[config.mk]
export PLATFORM = sky130hd
export DESIGN_NAME = lbp_update_queue
export DESIGN_NICKNAME = d
export VERILOG_FILES = /design/src/rtl/lbp_update_queue.sv
export SDC_FILE = /design/constraint.sdc
export NUM_CORES = 1
export LEC_CHECK = 0
export CORE_UTILIZATION = 30
export CTS_CLUSTER_DIAMETER = 60
export DETAILED_ROUTE_END_ITERATION = 8
export PLACE_DENSITY = 0.51
export RECOVER_POWER = 25
export SYNTH_ARGS = -nofsm -noshare
export SYNTH_HDL_FRONTEND = slang
export SYNTH_SLANG_ARGS = --single-unit
export TNS_END_PERCENT = 30
[constraint.sdc]
create_clock -name clk_i -period 4.42 [get_ports clk_i]
set_input_delay 0.663 -clock clk_i [delete_from_list [all_inputs] [get_ports clk_i]]
set_output_delay 0.663 -clock clk_i [all_outputs]
set_load 0.005 [all_outputs]
[src/rtl/lbp_update_queue.sv]
// In-order queue of resolved conditional-branch outcomes feeding the local branch
// predictor update port; draining yields to lookups, and overflow is counted rather than stalling.
module lbp_update_queue #(
  parameter int DEPTH      = 4,
  parameter int VLEN       = 64,
  parameter int DROP_CNT_W = 8,
  localparam int PTR_W     = (DEPTH > 1) ? $clog2(DEPTH) : 1,
  localparam int OCC_W     = $clog2(DEPTH + 1)
) (
  input  logic                  clk_i,
  input  logic                  rst_i,
  input  logic                  flush_i,
  input  logic                  resolve_valid_i,
  input  logic                  resolve_is_cond_i,
  input  logic [VLEN-1:0]       resolve_pc_i,
  input  logic                  resolve_taken_i,
  input  logic                  lookup_busy_i,
  output logic                  upd_valid_o,
  input  logic                  upd_ready_i,
  output logic [VLEN-1:0]       upd_pc_o,
  output logic                  upd_taken_o,
  output logic [OCC_W-1:0]      occupancy_o,
  output logic                  full_o,
  output logic                  empty_o,
  output logic [DROP_CNT_W-1:0] drop_cnt_o
);

  localparam logic [OCC_W-1:0]      OCC_FULL = OCC_W'(DEPTH);
  localparam logic [DROP_CNT_W-1:0] DROP_MAX = {DROP_CNT_W{1'b1}};

  logic [VLEN-1:0]       mem_pc_q    [DEPTH];
  logic                  mem_taken_q [DEPTH];

  logic [PTR_W-1:0]      rd_ptr_q, rd_ptr_d;
  logic [PTR_W-1:0]      wr_ptr_q, wr_ptr_d;
  logic [OCC_W-1:0]      occ_q, occ_d;
  logic [DROP_CNT_W-1:0] drop_cnt_q, drop_cnt_d;

  logic empty, full;
  logic push, push_acc, push_drop, pop;

  assign empty = (occ_q == '0);
  assign full  = (occ_q == OCC_FULL);

  // A flushing cycle neither enqueues nor dequeues; its push is silently discarded.
  assign push      = resolve_valid_i & resolve_is_cond_i & ~flush_i;
  assign pop       = upd_valid_o & upd_ready_i;
  assign push_acc  = push & (~full | pop);
  assign push_drop = push & ~push_acc;

  assign upd_valid_o = ~empty & ~lookup_busy_i & ~flush_i;
  assign upd_pc_o    = empty ? '0   : mem_pc_q[rd_ptr_q];
  assign upd_taken_o = empty ? 1'b0 : mem_taken_q[rd_ptr_q];

  assign occupancy_o = occ_q;
  assign full_o      = full;
  assign empty_o     = empty;
  assign drop_cnt_o  = drop_cnt_q;

  always_comb begin
    // NOTE: every next-state signal gets a default first so no path can infer a latch.
    rd_ptr_d   = rd_ptr_q;
    wr_ptr_d   = wr_ptr_q;
    occ_d      = occ_q;
    drop_cnt_d = drop_cnt_q;

    if (push_drop && (drop_cnt_q != DROP_MAX)) begin
      drop_cnt_d = drop_cnt_q + DROP_CNT_W'(1);
    end

    if (flush_i) begin
      rd_ptr_d = '0;
      wr_ptr_d = '0;
      occ_d    = '0;
    end else begin
      if (pop) begin
        rd_ptr_d = rd_ptr_q + PTR_W'(1);
      end
      if (push_acc) begin
        wr_ptr_d = wr_ptr_q + PTR_W'(1);
      end
      unique case ({push_acc, pop})
        2'b10:   occ_d = occ_q + OCC_W'(1);
        2'b01:   occ_d = occ_q - OCC_W'(1);
        default: occ_d = occ_q;
      endcase
    end
  end

  always_ff @(posedge clk_i) begin
    // NOTE: state registers use non-blocking assignments so all flops update together at the edge.
    if (rst_i) begin
      rd_ptr_q   <= '0;
      wr_ptr_q   <= '0;
      occ_q      <= '0;
      drop_cnt_q <= '0;
    end else begin
      rd_ptr_q   <= rd_ptr_d;
      wr_ptr_q   <= wr_ptr_d;
      occ_q      <= occ_d;
      drop_cnt_q <= drop_cnt_d;
    end
  end

  // NOTE: payload storage is not reset; occupancy gates every read, so stale contents are never seen.
  always_ff @(posedge clk_i) begin
    if (push_acc && !rst_i) begin
      mem_pc_q[wr_ptr_q]    <= resolve_pc_i;
      mem_taken_q[wr_ptr_q] <= resolve_taken_i;
    end
  end

endmodule

==> flow_metrics.py <==
metrics = {
    "synthesis": {
        "seq_area_frac_synth_pct": 75.4,
        "yosys.area_share.adder_pct": 0.765,
        "synth_compound_gate_area_share_pct": 1.26,
        "synth-async-reset-ratio_pct": 0,
        "ys.flop_type": "edfxtp_1",
        "synth_simple_gate_area_share_pct": 7.16,
        "synth-xor-area-share_pct": 0.243,
        "avgSynthCellArea_um2": 20.3,
        "synth_area_leader_cell": "edfxtp_1",
        "synth_cell_types": 44,
        "synth.most_common_cell": "edfxtp_1",
        "syn_nets": 609,
        "yosys_warnings": 0,
        "synth_top_family_by_area": "multiplexers",
        "synth_edf_count": 260,
        "synthTopCellsByCount": "edfxtp_1, and2_1, mux4_2",
        "netlist_area_mm2": 0.0108,
        "yosysTopAreaCellShare_pct": 72.3,
        "muxShareOfSynthArea_pct": 13.7,
        "yosys-top-cells-area": "edfxtp_1, mux4_2, and2_1",
        "synthCells": 531,
        "synth.ff_latch_count": 277,
    },
    "power": {
        "p_leak_nw": 4.34,
        "p_per_area_mw_per_mm2": 412,
        "p_total_mw": 5.76,
        "vdd_drop_max_uv": 318,
    },
    "timing": {
        "tightest_slew_ps": 1020,
        "slew_viol_final": 0,
        "relSlewSlack_pct": 31.7,
        "fmax_mhz": 280,
        "rsz0062_at_grt": "no",
        "hold_viol": 0,
        "finalClockSkew_ps": 14.8,
        "holdWs_ps": 538,
        "fin_crit_sh_pct": 80.8,
        "min_period_ps": 3570,
        "final.setup.tns_ps": 0,
        "final.setup.worst_slack_ps": 849,
        "finalSetupViolCount": 0,
    },
    "global_routing": {
        "track_usage_pct": 12.6,
        "antenna_found_initial": 1,
        "grt_max_degree": 66,
        "grt_pass1_wl_um": 35000,
        "grt-ovfl-total": 0,
        "grt_pass1_vias": 5873,
    },
    "cells_and_area": {
        "postLayoutCellArea_mm2": 0.0140,
        "area_growth_pct": 29.5,
        "nets": 773,
        "final_cells": 1181,
        "postLayoutCoreUtil_pct": 39.4,
        "drive_above_1_share_pct": 19.3,
    },
    "cts": {
        "postCtsSetupBuffers": 0,
        "cts_htree_levels": 1,
        "clk_pin_slew_ps": 60,
        "cts_sinks": 277,
        "cts_buffers": 30,
        "clk_path_buf_depth": 3,
        "clockRootBuffer": "clkbuf_16",
        "holdBufCountCts": 0,
        "cts_tree": "done",
        "cts.repair.resized": 0,
        "clock_latency_ps": 550,
    },
    "floorplan": {
        "die_x_um": 192,
        "num_rows": 69,
        "core_area_mm2": 0.0355,
        "dieHeight_um": 192,
        "initial_utilization_pct": 30.4,
        "ios": 151,
        "dieArea_mm2": 0.0368,
    },
    "placement": {
        "place.gp.congestion": 0.776,
        "io_buffers": 150,
        "placed_area_mm2": 0.0129,
        "dp.cells": 1124,
        "place_ws_ps": 1050,
        "dp_hpwl_um": 13900,
    },
    "setup_path": {
        "cp-end-kind": "output pin",
        "worst_ep_arrival_time_ps": 2910,
        "critPathKind": "flop to output pin",
        "path_max_fanout": 31,
        "crit_path_start_kind": "flop",
        "cp.required_ps": 3760,
    },
    "min_path": {
        "hp-class": "flop to flop",
    },
    "routing": {
        "viasPerCell": 4.69,
        "vias": 5539,
        "drtIter0Drc": 331,
        "drcViolationCount": 0,
        "drt-total-wl_um": 23200,
        "wire_per_inst_um": 19.6,
        "drt_first_pass_iters": 4,
        "final_antenna_net_count": 0,
    },
    "flow_run": {
        "max-cap-violations": 0,
    },
    "outcome": {
        "outcome": "complete, no violations",
    },
}
state kept, by name, indices dropped and copies added, names as in the netlist, named ones only:
signal       flops
occupancy_o      3
drop_cnt_o       8
mem_taken_q      4
wr_ptr_q         2
mem_pc_q       256
rd_ptr_q         2
report_power, final:
group	internal, mW	leakage (nW)	switching [mW]
logic	0.103	1.33	0.0833
registers	2.88	2.48	0.00423
clock network	1.68	0.534	1.01
total	4.66	4.34	1.09
final cells by class:
cell class	instances	area [µm²]
Clock buffer	32	779
Multi-Input combinational cell	220	2510
Inverter	8	35.0
Sequential cell	277	8160
Timing Repair Buffer	158	1620
Antenna cell	1	2.50
Clock inverter	24	303
Tap cell	461	577
Fill cell	3170	21500
placed cells by master, fill, tap and decap left out, drive strengths merged, types with 2 or more instances in the layout:
| master | count |
|---|---|
| a211oi | 2 |
| a21oi | 5 |
| and2 | 69 |
| and3b | 2 |
| buf | 8 |
| bufinv | 7 |
| clkbuf | 32 |
| clkdlybuf4s50 | 109 |
| clkinv | 16 |
| dfxtp | 17 |
| dlygate4sd3 | 41 |
| edfxtp | 260 |
| ha | 5 |
| inv | 8 |
| mux2i | 2 |
| mux4 | 65 |
| nand2 | 4 |
| nand3 | 6 |
| nand4 | 7 |
| nand4b | 2 |
| nor2 | 11 |
| nor2b | 2 |
| nor3 | 4 |
| o21ai | 6 |
| o31ai | 2 |
| o41ai | 2 |
| or3 | 3 |
| or3b | 2 |
| or4 | 5 |
| xnor2 | 2 |
routing by layer:
metal | vias to the layer above | track usage [%] | share of wire (%)
met3 | 29 | 2.34 | 5.7
met2 | 168 | 20.9 | 49
met1 | 2864 | 16.9 | 44
met5 | - | 0 | 0
met4 | 0 | 3.63 | 1.5
li1 | 2478 | - | -
worst max-delay path, cell delays in order, from the launching register on:
cell             delay (ps)
dfxtp_4                 780
buf_4                   370
mux4_2                  550
and2_1                  180
clkdlybuf4s50_1         450
cells by family (layout without fill, tap and decap cells):
| kind of cell | after synthesis | count (layout) |
|---|---|---|
| flops | 277 | 277 |
| buf+inv | 34 | 222 |
| mux | 67 | 67 |
| other cells | 0 | 1 |
| xor+xnor | 3 | 3 |
| fa+ha+maj | 6 | 6 |
| compound gates | 21 | 21 |
| simple gates | 123 | 123 |
worst paths after layout:
| kind | from | endpoint | slack [ps] | cells past startpoint |
|---|---|---|---|---|
| worst max register to register | occupancy_o[2]$_SDFFE_PP0P_ | occupancy_o[2]$_SDFFE_PP0P_ | 1540 | 7 |
| worst min-delay path | rd_ptr_q[1]$_SDFFE_PP0P_ | flop | 540 | 2 |
| worst max-delay path | flop | upd_pc_o[14] | 850 | 4 |
| worst min register to register | rd_ptr_q[1]$_SDFFE_PP0P_ | flop | 540 | 2 |
(Power assumes the default switching activity.)
